==> config.mk <==
export PLATFORM = sky130hd
export DESIGN_NAME = fifo_ptr_status
export DESIGN_NICKNAME = d
export VERILOG_FILES = /design/src/rtl/fifo_ptr_status.sv
export SDC_FILE = /design/constraint.sdc
export NUM_CORES = 1
export LEC_CHECK = 0
export BUFFER_PORTS_ARGS = -buffer_cell sky130_fd_sc_hd__buf_2
export CAP_MARGIN = 20
export CORE_MARGIN = 2
export CORE_UTILIZATION = 54
export DETAILED_ROUTE_END_ITERATION = 10
export PLACE_DENSITY = 0.83
export SETUP_SLACK_MARGIN = 0.4
export SYNTH_ARGS = -nofsm -noshare
export SYNTH_HDL_FRONTEND = slang
export SYNTH_SLANG_ARGS = --single-unit
==> constraint.sdc <==
create_clock -name clk -period 9.79 [get_ports clk]
set_input_delay 0.4895 -clock clk [delete_from_list [all_inputs] [get_ports clk]]
set_output_delay 0.4895 -clock clk [all_outputs]
set_load 0.01 [all_outputs]
==> src/rtl/fifo_ptr_status.sv <==
// Per-domain async FIFO pointer status: synchronizes the remote Gray pointer and
// derives registered full/empty, occupancy, almost flag and a sticky misuse error.
module fifo_ptr_status #(
  parameter int PTR_WIDTH = 8,
  parameter int MODE      = 0,
  parameter int ALMOST    = 2
) (
  input  logic                 clk,
  input  logic                 rst_n,
  input  logic [PTR_WIDTH-1:0] g_nxt,
  input  logic                 inc,
  input  logic [PTR_WIDTH-1:0] ptr_remote,
  input  logic                 err_clr,
  output logic                 flag,
  output logic                 almost,
  output logic [PTR_WIDTH-1:0] level,
  output logic                 err,
  output logic [PTR_WIDTH-1:0] rptr_sync
);

  localparam int DEPTH = 2 ** (PTR_WIDTH - 1);
  localparam logic [PTR_WIDTH-1:0] HI_TH     = PTR_WIDTH'(DEPTH - ALMOST);
  localparam logic [PTR_WIDTH-1:0] LO_TH     = PTR_WIDTH'(ALMOST);
  // Full pattern: remote pointer with its two MSBs inverted (one lap ahead in Gray).
  localparam logic [PTR_WIDTH-1:0] FULL_MASK = {2'b11, {(PTR_WIDTH-2){1'b0}}};
  localparam logic                 RD_SIDE   = (MODE != 0);

  function automatic logic [PTR_WIDTH-1:0] g2b(input logic [PTR_WIDTH-1:0] g);
    logic [PTR_WIDTH-1:0] b;
    b[PTR_WIDTH-1] = g[PTR_WIDTH-1];
    for (int i = PTR_WIDTH - 2; i >= 0; i--) b[i] = g[i] ^ b[i+1];
    return b;
  endfunction

  logic [PTR_WIDTH-1:0] s1_q, s1_d;
  logic [PTR_WIDTH-1:0] s2_q, s2_d;
  logic [PTR_WIDTH-1:0] level_q, level_d;
  logic                 flag_q, flag_d;
  logic                 almost_q, almost_d;
  logic                 err_q, err_d;

  logic [PTR_WIDTH-1:0] b_loc, b_rem;

  // Plain two-flop synchronizer; nothing may sit between the stages.
  always_comb begin
    s1_d = ptr_remote;
    s2_d = s1_q;
  end

  always_comb begin
    b_loc    = g2b(g_nxt);
    b_rem    = g2b(s2_q);
    level_d  = '0;
    flag_d   = 1'b0;
    almost_d = 1'b0;
    if (RD_SIDE) begin
      level_d  = b_rem - b_loc;
      flag_d   = (g_nxt == s2_q);
      almost_d = (level_d <= LO_TH);
    end else begin
      level_d  = b_loc - b_rem;
      flag_d   = (g_nxt == (s2_q ^ FULL_MASK));
      almost_d = (level_d >= HI_TH);
    end
  end

  // A request against the currently registered flag wins over a clear.
  always_comb begin
    err_d = err_q;
    if (err_clr)      err_d = 1'b0;
    if (inc & flag_q) err_d = 1'b1;
  end

  always_ff @(posedge clk or negedge rst_n) begin
    if (!rst_n) begin
      s1_q     <= '0;
      s2_q     <= '0;
      level_q  <= '0;
      flag_q   <= RD_SIDE;
      almost_q <= RD_SIDE;
      err_q    <= 1'b0;
    end else begin
      s1_q     <= s1_d;
      s2_q     <= s2_d;
      level_q  <= level_d;
      flag_q   <= flag_d;
      almost_q <= almost_d;
      err_q    <= err_d;
    end
  end

  assign flag      = flag_q;
  assign almost    = almost_q;
  assign level     = level_q;
  assign err       = err_q;
  assign rptr_sync = s2_q;

endmodule
### Word level (Yosys, flattened, before mapping)

Cells that the tools add are included.

| word-level totals | value |
|---|---|
| register bits | 27 |
| latch bits | 0 |
| bits in writable memories | 0 |
| bits in read-only memories | 0 |
| input bits | 20 |
| output and inout port bits | 19 |
| word-level logic and storage cells | 28 |
| memories | 0 |

| cells by class | value |
|---|---|
| add/sub/neg operators | 1 |
| multiply operators | 0 |
| div/mod/pow operators | 0 |
| magnitude comparators | 1 |
| eq/ne operators | 1 |
| shift operators | 0 |
| muxes and demuxes | 2 |
| bitwise gates (word level) | 16 |
| reductions and logical operators | 1 |

Operator list:

| kind | number |
|---|---|
| XOR 1 bit | 14 |
| equality test 8 bit | 1 |
| >= comparator 8 x 7 -> 1 bit (second input constant) | 1 |
| subtractor 8 bit | 1 |
| two-way mux 1 bit | 2 |
| NOT 2 bit | 1 |
| nonzero test 2 bit | 1 |
| AND 1 bit | 1 |

### Depth between registers and ports, before layout

Gate-level depths: netlist (run 1).

| logic depth | value |
|---|---|
| depth in word-level cells | 9 |
| gate-level depth with buffers | 14 |
| mapped depth without buffers | 14 |

### Worst setup path before layout (run 1)

No wires, ideal clock.

| timing path | value |
|---|---|
| path type | input-to-reg |
| start | input g_nxt[7] |
| end | register almost_q (netlist: almost) |
| library setup time | 0.120 ns |
| data arrival time | 3.494 ns |
| data required time | 9.670 ns |
| setup slack | 6.176 ns |
| stages | 13 |
| path buffers | 0 |
| path through | xor3_2 xnor3_1 xor2_1 xor2_1 inv_1 ha_1 nor2b_1 o21ai_0 a31oi_1 o31ai_1 nand3_1 and4b_1 a31o_1 |

| between the ends | value |
|---|---|
| cells in the longest elaborated chain, start to end | 9 |

RTL lines:

| element | RTL line | RTL |
|---|---|---|
| from (decl) | 10 | `input logic [PTR_WIDTH-1:0] g_nxt,` |
| XOR 1 bit (7 in a row) | 31 | `for (int i = PTR_WIDTH - 2; i >= 0; i--) b[i] = g[i] ^ b[i+1];` |
| subtractor 8 bit * | 61 | `level_d = b_loc - b_rem;` |
| >= comparator 8 x 7 -> 1 bit * | 63 | `almost_d = (level_d >= HI_TH);` |
| via almost_d | 39 | `logic almost_q, almost_d;` |
| to (signal assigned) | 87 | `almost_q <= almost_d;` |
| to (decl) | 39 |  |

The timed path passes the listed nets; every way through them passes the cells marked *.
A chain may end at the register's enable or synchronous reset.

### Final worst setup path (run 1)

| timing path | value |
|---|---|
| start | register s2_q[7] (netlist: rptr_sync[7]) |
| end | register almost_q (netlist: almost) |

| between the ends | value |
|---|---|
| cells in the longest elaborated chain, start to end | 9 |

RTL lines:

| element | RTL line | RTL |
|---|---|---|
| from (decl) | 36 | `logic [PTR_WIDTH-1:0] s2_q, s2_d;` |
| from (signal assigned) | 77 | `s2_q <= '0;` |
| from (signal assigned) | 84 | `s2_q <= s2_d;` |
| XOR 1 bit (7 in a row) | 31 |  |
| subtractor 8 bit * | 61 |  |
| >= comparator 8 x 7 -> 1 bit * | 63 |  |
| via almost_d | 39 |  |

Marked as above.

==> impl_metrics.py, run 1 <==
metrics = {
    "timing": {
        "tns_ns": 0,
        "skew_ns": 0.00135,
        "hold_viol_final": 0,
        "min_period_over_period_pct": 38.5,
        "fmax_mhz": 266,
        "min_period_ns": 3.77,
        "rsz0062_at_grt": "false",
        "setup_ws_ns": 6.02,
        "slew_viol_final": 0,
        "relSlewSlack_pct": 63.1,
        "tightestPinTransition_ns": 0.553,
        "worst_hold_slack_ns": 0.148,
        "setup_viol": 0,
    },
    "critical_path": {
        "reg2reg_depth": 13,
        "cp-start-kind": "flip-flop",
        "r2r_start": "rptr_sync[7]$_DFF_PN0_",
        "crit_path_end_kind": "flip-flop",
        "regToRegEndpoint": "almost$_DFF_PN0_",
        "cp.arrival_ns": 3.98,
        "r2r_setup_slack_ns": 6.02,
        "worst-path-max-fanout": 5,
        "cp.required_ns": 10.01,
        "critPathKind": "flip-flop to flip-flop",
    },
    "global_routing": {
        "grt_start_max_net_pins": 28,
        "grt_pass1_vias": 821,
        "overflow": 0,
        "grt_usage_pct": 16.2,
        "antenna_found_initial": 0,
        "grt_pass1_wl_mm": 3.21,
    },
    "cts": {
        "clk_pin_slew_ns": 0.13,
        "insertion_delay_ns": 0.31,
        "h-tree-depth": 1,
        "post_cts_resized": 0,
        "cts_buffers": 3,
        "numClockSinks": 27,
        "clock-root-buffer": "clkbuf_4",
        "cts_tree": "yes",
        "cts.path.max_buffers": 2,
        "cts_setup_buffers": 0,
        "hold_buffers": 0,
    },
    "synthesis": {
        "synth_top_cell_area_share_pct": 51.6,
        "syn-cell-area_um2": 1310,
        "synth_cells": 104,
        "synth_area_leaders": "dfrtp_1, xnor2_1, xor2_1",
        "synth_top_cell_by_area": "dfrtp_1",
        "synth_seq_cells": 27,
        "ys_types": 28,
        "synth.yosys.seq_area_share_pct": 51.6,
        "syn_avg_cell_area_um2": 12.6,
        "ys_warn_count": 0,
        "synth_nets": 131,
    },
    "placement": {
        "place_ws_ns": 5.72,
        "gp_congestion": 0.795,
        "dpl.hpwl_mm": 1.71,
        "dpl_cell_area_um2": 1530,
        "portBuffers": 38,
    },
    "floorplanning": {
        "rows": 17,
        "die_h_um": 53.2,
        "core-area_um2": 2250,
        "die_w_um": 53.2,
        "dieArea_um2": 2830,
        "start_util_pct": 58.0,
        "ioPinCount": 39,
    },
    "final_layout": {
        "drive_above_1_share_pct": 32.2,
        "antennaDiodeCount": 0,
        "nets": 174,
        "design_area_um2": 1560,
        "area_growth_pct": 19.2,
    },
    "pwr": {
        "power.internal_mw": 0.226,
        "swShare_pct": 35.3,
        "total_leakage_power_nw": 0.789,
        "p_total_mw": 0.349,
        "pwr-share-comb_pct": 46.9,
        "ir_drop_uv": 156,
        "p_sw_mw": 0.123,
        "clkPwrFrac_pct": 12.8,
        "p_per_area_nw_per_um2": 224,
        "pwr-share-seq_pct": 40.3,
    },
    "detailed_routing": {
        "remaining_drc_errors": 0,
        "routedWlPerCell_um": 11.6,
        "via_count": 857,
        "drt_wl_total_mm": 2.03,
        "drtAntennaViolNets": 0,
        "drt-initial-drc-count": 2,
        "vias_per_cell": 4.93,
        "dr.pass1.iters": 2,
    },
    "worst_hold_path": {
        "hp-class": "input pin to asynchronous set/reset pin",
    },
    "run": {
        "cap_violations": 0,
    },
    "run_status": {
        "status": "finished, final reports clean",
    },
}
-- critical path: stages (launching register included) --
cell and delay, ns:
dfrtp_1 0.45, xnor3_1 0.47, xnor3_2 0.33, xnor2_1 0.25, xor2_1 0.29, xnor2_1 0.19, ha_1 0.19, nor2b_1 0.04
o21ai_0 0.39, a31oi_1 0.15, o31ai_1 0.38, nand3_1 0.13, and4b_1 0.20, a31o_1 0.21
-- placed cells by master, fill, tap and decap left out, types with 2 or more instances in the layout --
| cell | count |
|---|---|
| ha_1 | 6 |
| clkbuf_4 | 3 |
| nor2_1 | 4 |
| nand4_1 | 2 |
| xnor2_1 | 14 |
| dfrtp_1 | 27 |
| nor2b_1 | 3 |
| a31oi_1 | 2 |
| inv_1 | 11 |
| o21ai_0 | 2 |
| a21oi_1 | 4 |
| xnor3_1 | 2 |
| buf_2 | 38 |
| nand2_1 | 3 |
| xor2_1 | 9 |
-- final cells by class --
| class | count | area [um2] |
|---|---|---|
| flip-flops and latches | 27 | 676 |
| repair buffers | 38 | 190 |
| multi-input cells | 66 | 592 |
| inverters | 11 | 41.3 |
| clock buffers | 4 | 26.3 |
| well taps | 28 | 35.0 |
| fillers | 188 | 694 |
-- cell usage after synthesis (all sizes together) --
| library cell | number |
|---|---|
| o31ai | 1 |
| nor2b | 3 |
| dfrtp | 27 |
| xor3 | 1 |
| xor2 | 10 |
| nand3 | 1 |
| xnor3 | 3 |
| a21oi | 4 |
| a31o | 1 |
| o21ai | 4 |
| maj3 | 1 |
| a311oi | 1 |
| nor2 | 4 |
| and2 | 1 |
| nor3 | 1 |
| nand2 | 3 |
| and4b | 1 |
| xnor2 | 14 |
| ha | 6 |
| inv | 11 |
| fa | 1 |
| a21o | 1 |
| nand4 | 2 |
| a31oi | 2 |
-- routing by layer --
metal / routed length [um] / vias up / GRT usage, % / part of all wire (%)
met2: 1060 / 29 / 31.5 / 52
li1: - / 426 / - / -
met5: 0 / - / 0 / 0
met4: 44 / 0 / 7.69 / 2.2
met3: 133 / 4 / 2.54 / 6.6
met1: 787 / 398 / 16.3 / 39
-- kinds of logic after synthesis --
logic type	share of synthesized area, %
xor gates and xnor gates	23.8
DFF	51.6
and+or+nand+nor	6.40
AOI/OAI and AO/OA	6.88
buffers and inverters	3.15
adders and majority gates	8.13
-- power groups by stage --
stage               sequential, mW  clock [mW]  combinational, mW
detailed placement           0.143           0              0.165
global route                 0.143      0.0523              0.182
global placement             0.143           0              0.160
CTS                          0.141      0.0479              0.166
finish                       0.141      0.0445              0.164
floorplan                    0.156           0              0.106
-- how the worst max path moves through the flow --
stage / cells after the start / from / endpoint / slack, ns
2_1_floorplan: 13 / g_nxt[7] / almost$_DFF_PN0_ / 6.18
3_3_place_gp: 14 / g_nxt[7] / almost$_DFF_PN0_ / 5.87
3_5_place_dp: 14 / g_nxt[7] / almost$_DFF_PN0_ / 5.72
4_1_cts: 13 / rptr_sync[7]$_DFF_PN0_ / almost$_DFF_PN0_ / 6.01
5_1_grt: 13 / rptr_sync[7]$_DFF_PN0_ / almost$_DFF_PN0_ / 5.67
6_report: 13 / rptr_sync[7]$_DFF_PN0_ / almost$_DFF_PN0_ / 6.02
-- registers in the layout, summed over array words and instances (netlist names) --
signal     count
level          8
rptr_sync      8
s1_q           8
almost         1
err            1
flag           1
-- through the flow --
stage,std cells,util (%)
2_1_floorplan,104,-
3_3_place_gp,170,68.0
3_5_place_dp,170,68.0
4_1_cts,174,69.2
5_1_grt,174,69.2
6_report,174,69.2
(Power assumes the default switching activity.)
==> run 2: changes to the inputs <==
ABC_AREA = 1   (was unset)
CORE_UTILIZATION = 47   (was 54)
PLACE_DENSITY = 0.75   (was 0.83)
clock period = 3.4 ns   (was 9.79 ns; I/O delays follow)
==> impl_metrics.py, run 2 <==
metrics = {
    "pwr": {
        "p_per_area_nw_per_um2": 484,
        "total_leakage_power_nw": 1.08,
        "ir_drop_uv": 374,
    },
    "synthesis": {
        "synth_commonest_cells": "nand2_1, dfrtp_1, inv_1, nand3_1, ha_1",
        "syn_avg_cell_area_um2": 8.95,
        "synth_mux_area_share_pct": 0,
        "synth_seq_cells": 27,
        "synthXorXnorAreaFrac_pct": 11.0,
        "synthAdderAreaFrac_pct": 6.36,
        "synth_cells": 167,
        "synth_top_family_by_area": "simple AND/OR/NAND/NOR gates",
        "synth_area_leaders": "dfrtp_1, nand2_1, inv_1",
        "synth_flop_cell": "dfrtp_1",
        "ys_types": 25,
        "synth_nets": 194,
        "synth_edf_count": 0,
        "syn-cell-area_um2": 1500,
        "async_reset_ff_share_pct": 100,
        "synth.yosys.seq_area_share_pct": 45.2,
        "synth_compound_area_share_pct": 2.01,
        "ys_warn_count": 0,
        "yosys.area_share.simple_pct": 29.0,
        "synth_top_cell_by_area": "dfrtp_1",
        "synth_top_cell_area_share_pct": 45.2,
        "yosysMostFrequentCell": "nand2_1",
    },
    "timing": {
        "skew_ns": 0.0115,
        "slew_viol_final": 0,
        "relSlewSlack_pct": 60.6,
        "rsz0062_at_grt": "true",
        "min_period_ns": 2.91,
        "fmax_mhz": 343,
        "tightestPinTransition_ns": 0.591,
        "setup_viol": 0,
        "tns_ns": 0,
        "min_period_over_period_pct": 85.6,
        "hold_viol_final": 0,
    },
    "floorplanning": {
        "die_w_um": 60.4,
        "ioPinCount": 39,
        "die_h_um": 60.4,
        "rows": 20,
        "dieArea_um2": 3650,
        "start_util_pct": 49.4,
        "core-area_um2": 3030,
    },
    "global_routing": {
        "grt_start_max_net_pins": 28,
        "antenna_found_initial": 0,
        "grt_pass1_vias": 1137,
        "grt_usage_pct": 17.9,
        "grt_pass1_wl_mm": 4.82,
        "overflow": 0,
    },
    "critical_path": {
        "r2r_start": "rptr_sync[6]$_DFF_PN0_",
        "worst-path-max-fanout": 4,
        "cpMostUsedCell": "nand2_1",
        "r2r_setup_slack_ns": 0.49,
        "crit_chain": "inv_2, nand2_1, nand3_2, nand2_4, nand2_2, nand3_2, nand2_4, xor2_4, xor2_2, xnor2_2, ha_2, fa_2, inv_2, a21oi_1, nand2_2, nand3_2, nand2_2, nand2_1, nand2_1, nand2_2, nand2_1, nand2_1",
        "cp.arrival_ns": 3.15,
        "crit_path_end_kind": "flip-flop",
        "slowest_delay_ns": 0.47,
        "critPathKind": "flip-flop to flip-flop",
        "cp.buffers_inverters": 2,
        "cp.required_ns": 3.64,
        "worstSetupStartpoint": "rptr_sync[6]$_DFF_PN0_",
        "cpMaxStageDelayCell": "dfrtp_2",
        "cp-start-kind": "flip-flop",
        "cpLargestDelayFamily": "simple AND/OR/NAND/NOR gates",
    },
    "final_layout": {
        "area_growth_pct": 34.1,
        "mostFrequentLayoutCells": "nand2_1, buf_2, dfrtp_1",
        "layout_commonest_cell": "nand2_1",
        "design_area_um2": 2000,
        "antennaDiodeCount": 0,
        "fill_cells": 242,
        "drive_above_1_share_pct": 39.2,
        "nets": 255,
    },
    "run": {
        "cap_violations": 0,
    },
    "worst_hold_path": {
        "hold_start": "err_clr",
        "hp-class": "input pin to flip-flop",
    },
    "cts": {
        "clk_pin_slew_ns": 0.15,
        "numClockSinks": 27,
        "cts.path.max_buffers": 2,
        "cts_buffers": 3,
        "clock-root-buffer": "clkbuf_4",
        "h-tree-depth": 1,
        "insertion_delay_ns": 0.32,
        "cts_tree": "yes",
    },
    "detailed_routing": {
        "dr.pass1.iters": 4,
        "vias_per_cell": 4.65,
        "remaining_drc_errors": 0,
        "drtAntennaViolNets": 0,
        "routedWlPerCell_um": 11.8,
        "via_count": 1261,
        "drt_wl_total_mm": 3.20,
        "drt-initial-drc-count": 39,
    },
    "placement": {
        "dpl.hpwl_mm": 2.20,
        "portBuffers": 38,
        "dpl_cell_area_um2": 1740,
        "gp_congestion": 0.821,
    },
    "run_status": {
        "status": "finished, final reports clean",
    },
}
==> run 2: cell count changes after synthesis, moves of 4 or more <==
cell,before,now
nand3_2,0,5
xnor2_1,14,5
nand2_2,0,5
nand3_1,1,15
inv_1,11,23
xor2_1,9,5
nand2_1,3,49
==> run 2: per-stage QoR <==
step                hold WS, ns  setup slack (ns)  std cells  total power, mW  utilization [%]
finish                   0.0250             0.488        271            0.970             66.2
floorplan                -0.126             0.636        167            0.642                -
CTS                     0.00603             0.418        265            0.913             62.1
detailed placement        0.212             0.391        249            0.758             57.5
global route            0.00781             0.288        271             1.04             66.2
global placement          0.213             0.461        249            0.752             57.5
==> run 2: path summary, 6_finish.rpt <==
path,end,cells past startpoint
max,almost$_DFF_PN0_,22
min,err$_DFFE_PN0P_,2
max in group asynchronous,rptr_sync[7]$_DFF_PN0_,2
min in group asynchronous,flag$_DFF_PN0_,2
max reg2reg,almost$_DFF_PN0_,22
min reg2reg,rptr_sync[0]$_DFF_PN0_,0
==> run 2: power breakdown <==
part           total, mW  switching [mW]  internal, mW
clock              0.139          0.0932        0.0459
sequential         0.398          0.0227         0.375
combinational      0.433           0.241         0.192
==> run 2: kinds of logic after synthesis <==
family / count (synthesis)
and+or+nand+nor: 87
DFF: 27
buffers and inverters: 26
xor gates and xnor gates: 14
adders and majority gates: 7
AOI/OAI and AO/OA: 6
==> run 2: area by class of cell <==
type	count	area [um2]	share of cell area, %
inverters	26	97.6	4.87
multi-input cells	114	796	39.7
flip-flops and latches	27	678	33.8
well taps	44	55.1	2.75
repair buffers	56	352	17.5
clock buffers	4	26.3	1.31
==> run 2: timing repair <==
item                                   4_1_cts  5_1_grt
resized for setup                            0       22
hold buffers                                 9        0
pin swaps                                    1       13
buffers inserted                             3        6
setup endpoints to repair                    1        2
endpoints found under the hold margin       35        0
==> run 2: routing by layer <==
metal / track usage, % / routed length [um] / vias to the layer above / share of wire (%)
li1: - / - / 636 / -
met1: 23.9 / 1440 / 593 / 45
met2: 29.8 / 1580 / 28 / 49
met3: 3.41 / 143 / 4 / 4.5
met4: 5.08 / 33 / 0 / 1.0
met5: 0 / 0 / - / 0
